==> src/rtl/free_list_pkg.sv <==
// Free-list shared definitions.
// Holds the sizing constants for the physical-register free list, the
// permanent zero-register tags, and the packed bundles exchanged with the
// ROB and the map table.
package free_list_pkg;

  localparam int NUM_PR    = 64;
  localparam int PRW       = $clog2(NUM_PR);
  localparam int NUM_ARCH  = 32;
  localparam int NUM_FL    = NUM_PR - NUM_ARCH;
  localparam int FLW       = $clog2(NUM_FL);
  localparam int PTRW      = FLW + 1;
  localparam int NUM_ROB   = 32;
  localparam int ROBW      = $clog2(NUM_ROB);
  localparam int NUM_SUPER = 2;
  localparam int ARW       = 5;

  // Architectural zero register and its permanently mapped physical tag.
  localparam logic [ARW-1:0] ZERO_REG = 5'd31;
  localparam logic [PRW-1:0] ZERO_PR  = 6'd31;

  typedef logic [PRW-1:0]  pr_tag_t;
  // FIFO pointer: low FLW bits index the array, the top bit is the wrap flag.
  typedef logic [PTRW-1:0] fl_ptr_t;

  typedef struct packed {
    pr_tag_t [NUM_SUPER-1:0] T_idx;
  } FL_ROB_OUT_t;

  typedef struct packed {
    pr_tag_t [NUM_SUPER-1:0] Told_idx;
  } ROB_FL_OUT_t;

  typedef struct packed {
    pr_tag_t [NUM_SUPER-1:0] T_idx;
  } FL_MAP_TABLE_OUT_t;

endpackage

==> src/rtl/free_list.sv <==
// Physical-register free list, 2-wide.
// A circular FIFO of free physical tags. Dispatch pops up to two tags from
// the head (only for slots whose destination is not the zero register),
// retire pushes up to two returned tags at the tail, and a branch rollback
// restores the head from a checkpoint stored per ROB entry, which hands the
// wrong-path tags back without touching the tail.
//
// Ports:
//   clock            rising-edge clock
//   reset            asynchronous, active-low
//   en               global stall, 0 holds all state
//   dispatch_en      both dispatch slots accepted this cycle
//   dest_idx         architectural destination per dispatch slot
//   ROB_idx          ROB entry receiving each dispatch slot
//   retire_en        retire valid per slot (slot 1 only with slot 0)
//   Told_idx         tag released by each retiring slot
//   rollback_en      mispredict squash
//   ROB_rollback_idx ROB entry just after the mispredicted branch
//   FL_valid         at least two free tags (registered)
//   T_idx            tags offered to dispatch slot 0/1 (combinational)
//   free_count       current number of free tags (registered)
module free_list
  import free_list_pkg::*;
(
  input  logic                      clock,
  input  logic                      reset,
  input  logic                      en,
  input  logic                      dispatch_en,
  input  logic [1:0][ARW-1:0]       dest_idx,
  input  logic [1:0][ROBW-1:0]      ROB_idx,
  input  logic [1:0]                retire_en,
  input  logic [1:0][PRW-1:0]       Told_idx,
  input  logic                      rollback_en,
  input  logic [ROBW-1:0]           ROB_rollback_idx,
  output logic                      FL_valid,
  output logic [1:0][PRW-1:0]       T_idx,
  output logic [PTRW-1:0]           free_count
);

  pr_tag_t fl_r   [NUM_FL];
  fl_ptr_t ckpt_r [NUM_ROB];
  fl_ptr_t head_r;
  fl_ptr_t tail_r;
  logic    fl_valid_r;
  fl_ptr_t free_count_r;

  logic      a0_s;
  logic      a1_s;
  fl_ptr_t   head_a0_s;
  fl_ptr_t   alloc_ptr_s;
  logic      push0_s;
  logic      push1_s;
  fl_ptr_t   tail_p0_s;
  fl_ptr_t   tail_next_s;
  logic      disp_s;
  logic      rb_s;
  logic [ROBW-1:0] rb_ckpt_idx_s;
  fl_ptr_t   head_next_s;
  fl_ptr_t   count_next_s;
  logic [1:0][PRW-1:0] t_idx_s;

  // Allocation needs, offered tags, push slots and next pointer values.
  always_comb begin
    a0_s          = (dest_idx[0] != ZERO_REG);
    a1_s          = (dest_idx[1] != ZERO_REG);
    head_a0_s     = head_r + fl_ptr_t'(a0_s);
    alloc_ptr_s   = head_a0_s + fl_ptr_t'(a1_s);
    t_idx_s[0]    = ZERO_PR;
    t_idx_s[1]    = ZERO_PR;
    if (a0_s) begin
      t_idx_s[0] = fl_r[head_r[FLW-1:0]];
    end else begin
      t_idx_s[0] = ZERO_PR;
    end
    // Slot 1 takes the entry after slot 0 only if slot 0 consumed one.
    if (a1_s) begin
      t_idx_s[1] = fl_r[head_a0_s[FLW-1:0]];
    end else begin
      t_idx_s[1] = ZERO_PR;
    end
    // The zero tag is never recycled, even if the ROB hands it back.
    push0_s       = en & retire_en[0] & (Told_idx[0] != ZERO_PR);
    push1_s       = en & retire_en[1] & (Told_idx[1] != ZERO_PR);
    tail_p0_s     = tail_r + fl_ptr_t'(push0_s);
    tail_next_s   = tail_p0_s + fl_ptr_t'(push1_s);
    disp_s        = en & dispatch_en & ~rollback_en;
    rb_s          = en & rollback_en;
    // The checkpoint lives in the branch's own entry, one before the index.
    rb_ckpt_idx_s = ROB_rollback_idx - ROBW'(1'b1);
    if (rb_s) begin
      head_next_s = ckpt_r[rb_ckpt_idx_s];
    end else if (disp_s) begin
      head_next_s = alloc_ptr_s;
    end else begin
      head_next_s = head_r;
    end
    count_next_s  = tail_next_s - head_next_s;
  end

  // FIFO storage, pointers, checkpoints and registered status.
  always_ff @(posedge clock or negedge reset) begin
    if (!reset) begin
      for (int i = 0; i < NUM_FL; i++) begin
        fl_r[i] <= pr_tag_t'(NUM_ARCH + i);
      end
      for (int j = 0; j < NUM_ROB; j++) begin
        ckpt_r[j] <= {PTRW{1'b0}};
      end
      head_r       <= {PTRW{1'b0}};
      tail_r       <= fl_ptr_t'(NUM_FL);
      fl_valid_r   <= 1'b1;
      free_count_r <= fl_ptr_t'(NUM_FL);
    end else if (en) begin
      head_r <= head_next_s;
      tail_r <= tail_next_s;
      if (push0_s) begin
        fl_r[tail_r[FLW-1:0]] <= Told_idx[0];
      end
      if (push1_s) begin
        fl_r[tail_p0_s[FLW-1:0]] <= Told_idx[1];
      end
      // Each entry remembers the head just past its own allocation.
      if (disp_s) begin
        ckpt_r[ROB_idx[0]] <= head_a0_s;
        ckpt_r[ROB_idx[1]] <= alloc_ptr_s;
      end
      fl_valid_r   <= (count_next_s >= fl_ptr_t'(2));
      free_count_r <= count_next_s;
    end
  end

  assign FL_valid   = fl_valid_r;
  assign free_count = free_count_r;
  assign T_idx      = t_idx_s;

endmodule

==> config.mk <==
export PLATFORM = sky130hd
export DESIGN_NAME = free_list
export DESIGN_NICKNAME = d
export VERILOG_FILES = /design/src/rtl/free_list_pkg.sv /design/src/rtl/free_list.sv
export SDC_FILE = /design/constraint.sdc
export NUM_CORES = 1
export LEC_CHECK = 0
export CORE_MARGIN = 2
export CORE_UTILIZATION = 45
export DETAILED_ROUTE_END_ITERATION = 16
export PLACE_DENSITY = 0.62
export SETUP_SLACK_MARGIN = 0.05
export SLEW_MARGIN = 5
export SYNTH_ARGS = -nofsm -noshare
export SYNTH_HDL_FRONTEND = slang
export SYNTH_SLANG_ARGS = --single-unit
==> constraint.sdc <==
create_clock -name clock -period 3.9 [get_ports clock]
set_input_delay 0.39 -clock clock [delete_from_list [all_inputs] [get_ports clock]]
set_output_delay 0.39 -clock clock [all_outputs]
set_load 0.02 [all_outputs]
==> impl_metrics.yaml <==
outcome:
  status: "completed"
final_layout:
  register_area_mm2: 0.0102
  stdcell_count: 3332
  stdcell_area_mm2: 0.0293
  multi_input_area_mm2: 0.0145
  nNetsFinal: 2595
  drive_gt1_frac: 0.274
  syn_to_final_growth_pct: 14.8
  final_util: 0.521
  diodes: 0
  n_fill_cell: 4956
critical_path:
  crit_path_end_kind: "primary output"
  critPathBufInv: 4
  crit_chain: "clkdlybuf4s50_1, and3_1, nand3_2, ha_4, buf_12, buf_12, mux4_2, mux2i_2, mux4_2, nand2_1, dlygate4sd2_1"
  path_class: "in -> out"
  crit_family: "multiplexers"
  cp.required_ns: 3.51
  crit_slowest_cell: "mux4_2"
  critPathMaxStageDelay_ns: 0.53
  critPathMaxFanout: 13
  arrival_ns: 3.37
  worst_setup_path_start_kind: "input port"
grt:
  grt_pass1_vias: 21300
  overflow: 0
  grt_max_degree: 106
  grt_usage: 0.301
  grt_antenna_before_repair: 0
  grt_pass1_wl_mm: 135
sta:
  finalSetupViolations: 0
  fmax_mhz: 266
  maxSlewViolCount: 0
  fin_skew_ns: 0.0194
  relSlewSlack: 0.192
  whs_ns: 0.459
  rsz0062_at_grt: "true"
  period_minus_slack_ns: 3.76
  hold_violations: 0
  period_share: 0.965
  worst_pin_slew_ns: 1.20
die:
  boundaryPins: 63
  dieWidth_um: 242
  core_mm2: 0.0563
  rows: 87
  die-area_mm2: 0.0587
  initial_utilization: 0.454
  die_h_um: 242
synthesis:
  synthMuxAreaShare: 0.275
  synthXorXnorAreaFrac: 0.00979
  synth_compound_area_frac: 0.153
  synth_top_family_by_area: "multiplexers"
  synth.avg_cell_area_um2: 10.2
  synth-async-reset-ratio: 1.00
  yosysTopAreaCell: "dfrtp_1"
  syn-num-nets: 2566
  synth_top_area_frac: 0.282
  synth_area_leaders: "dfrtp_1 28%, mux4_2 14%, dfstp_2 12%"
  synthTopCellsByCount: "373 x nand2_1, 316 x o21ai_0, 288 x dfrtp_1, 180 x nor2_1, 166 x clkbuf_1"
  synth_simple_gate_area_frac: 0.116
  syn_inst: 2507
  yosys.area_share.adder: 0.00764
  yosysUniqueCellTypes: 65
  yosysMostFrequentCell: "nand2_1"
  synth-seq-area-share: 0.400
  yosys_warnings: 0
  ys.flop_type: "dfrtp_1"
  ys_ff_latch: 403
  syn-cell-area_mm2: 0.0256
  synth_edf_count: 0
power_and_ir_drop:
  p_int_w: 0.0113
  pwr-share-comb: 0.366
  p_per_area_mw_per_mm2: 598
  p_leak_nw: 11.3
  p_switching_w: 0.00619
  seq_power_share: 0.363
  ir_drop_v: 0.000500
  p_clk_frac: 0.271
  total_power_w: 0.0175
  swShare: 0.353
clock_network:
  cts_root_buf: "clkbuf_16"
  clkTransAtPathRegs_ns: 0.06
  cts_sinks: 403
  cts_max_path_buffers: 3
  clk_latency_ns: 0.60
  cts_tree: "built"
  cts_buffers: 48
  cts_max_level: 2
route:
  dr.pass1.iters: 6
  ant_nets: 0
  vias_per_cell: 6.43
  route.detailed.drc: 0
  first_iter_violations: 2715
  wl_per_cell_um: 26.8
  vias: 21400
  routed_wl_mm: 89.4
flow_run:
  drv_cap: 0
hold_path:
  hp-class: "in -> async"
placement:
  dpl.cell_count: 3239
  port_buffers: 62
  place_congestion: 0.977
  dp_hpwl_mm: 59.3
  placed_cell_area_mm2: 0.0276
[placed cells by master, fill, tap and decap left out, types with 12 or more instances in the layout]
cell type	count
nand2_1	373
o21ai_0	316
dfrtp_1	285
nor2_1	176
mux4_2	162
a22oi_1	157
mux2i_1	153
mux2_2	152
dfstp_2	115
buf_4	111
a21oi_1	86
clkdlybuf4s50_1	54
clkbuf_16	50
nor3_1	32
o22a_1	28
inv_1	21
buf_12	21
o21ai_1	18
nand3_1	17
xnor2_1	15
nand2b_1	14
clkinv_2	14
nor2_2	12
[worst register-to-register path: stages, from the launching register on]
cell and delay, ns:
dfrtp_4 0.55, ha_4 0.32, buf_12 0.14, buf_12 0.14, ha_2 0.22, and3_1 0.22, nor2_2 0.15, o22ai_1 0.09
a21oi_1 0.22, inv_1 0.08, ha_1 0.29, o21ai_0 0.17, o21bai_1 0.08, a21oi_1 0.17, xor2_1 0.21, xnor2_1 0.16
mux2i_1 0.10
[flip-flops by register name, indices dropped and copies added (netlist names)]
register    flops
head_r          6
FL_valid        1
fl_r          192
tail_r          6
free_count      6
ckpt_r        192
[worst paths after layout]
path	start	to	slack, ns	cells past startpoint
min reg2reg	ckpt_r[63]	ckpt_r[63]	0.47	2
min in group clock	ckpt_r[63]	ckpt_r[63]	0.47	2
max reg2reg	head_r[0]	free_count[5]	0.50	16
max	dest_idx[2]	T_idx[6]	0.14	11
min	reset	ckpt_r[63]	0.46	2
max in group asynchronous	reset	fl_r[104]	2.39	3
[cells by family (layout without fill, tap and decap cells)]
family,after synthesis,after routing
multiplexers,476,476
adder cells (fa/ha/maj),15,15
XOR/XNOR,26,26
buffers and inverters,241,310
flip-flops,403,403
AO/OA/AOI/OAI,652,652
AND/OR/NAND/NOR,694,694
[repair_timing]
action | in CTS | in global routing
buffers inserted | 1 | 0
hold buffers | 1 | 0
gates cloned | 0 | 1
hold endpoints to repair | 101 | 0
gates resized for setup | 11 | 9
endpoints found under the setup margin | 6 | 14
pin swaps | 1 | 1
[cell type report]
type | instances | share of cell area
Multi-Input combinational cell | 1863 | 0.494
Sequential cell | 403 | 0.349
Timing Repair Buffer | 197 | 0.0660
Clock buffer | 68 | 0.0469
Tap cell | 756 | 0.0322
Clock inverter | 22 | 0.00912
Inverter | 23 | 0.00294
[layer usage]
metal | track usage | share of wire | vias to the layer above
met5 | 0 | 0 | -
li1 | - | - | 9282
met3 | 0.0611 | 0.098 | 295
met2 | 0.471 | 0.46 | 1285
met4 | 0.152 | 0.056 | 0
met1 | 0.398 | 0.39 | 10600
[power groups by stage]
stage / logic (W) / clock network (W) / registers, W
6_report: 0.00641 / 0.00476 / 0.00637
5_1_grt: 0.00678 / 0.00499 / 0.00645
4_1_cts: 0.00627 / 0.00479 / 0.00633
3_5_place_dp: 0.00626 / 0 / 0.00640
3_3_place_gp: 0.00614 / 0 / 0.00635
2_1_floorplan: 0.00419 / 0 / 0.00593
[stage by stage]
stage,TNS (ns),setup slack (ns)
floorplan,0,0.0539
global placement,-2.52,-0.357
detailed placement,-5.19,-0.392
CTS,0,0.0506
global route,0,0.0254
finish,0,0.137
Power figures use the tool's default switching activity.
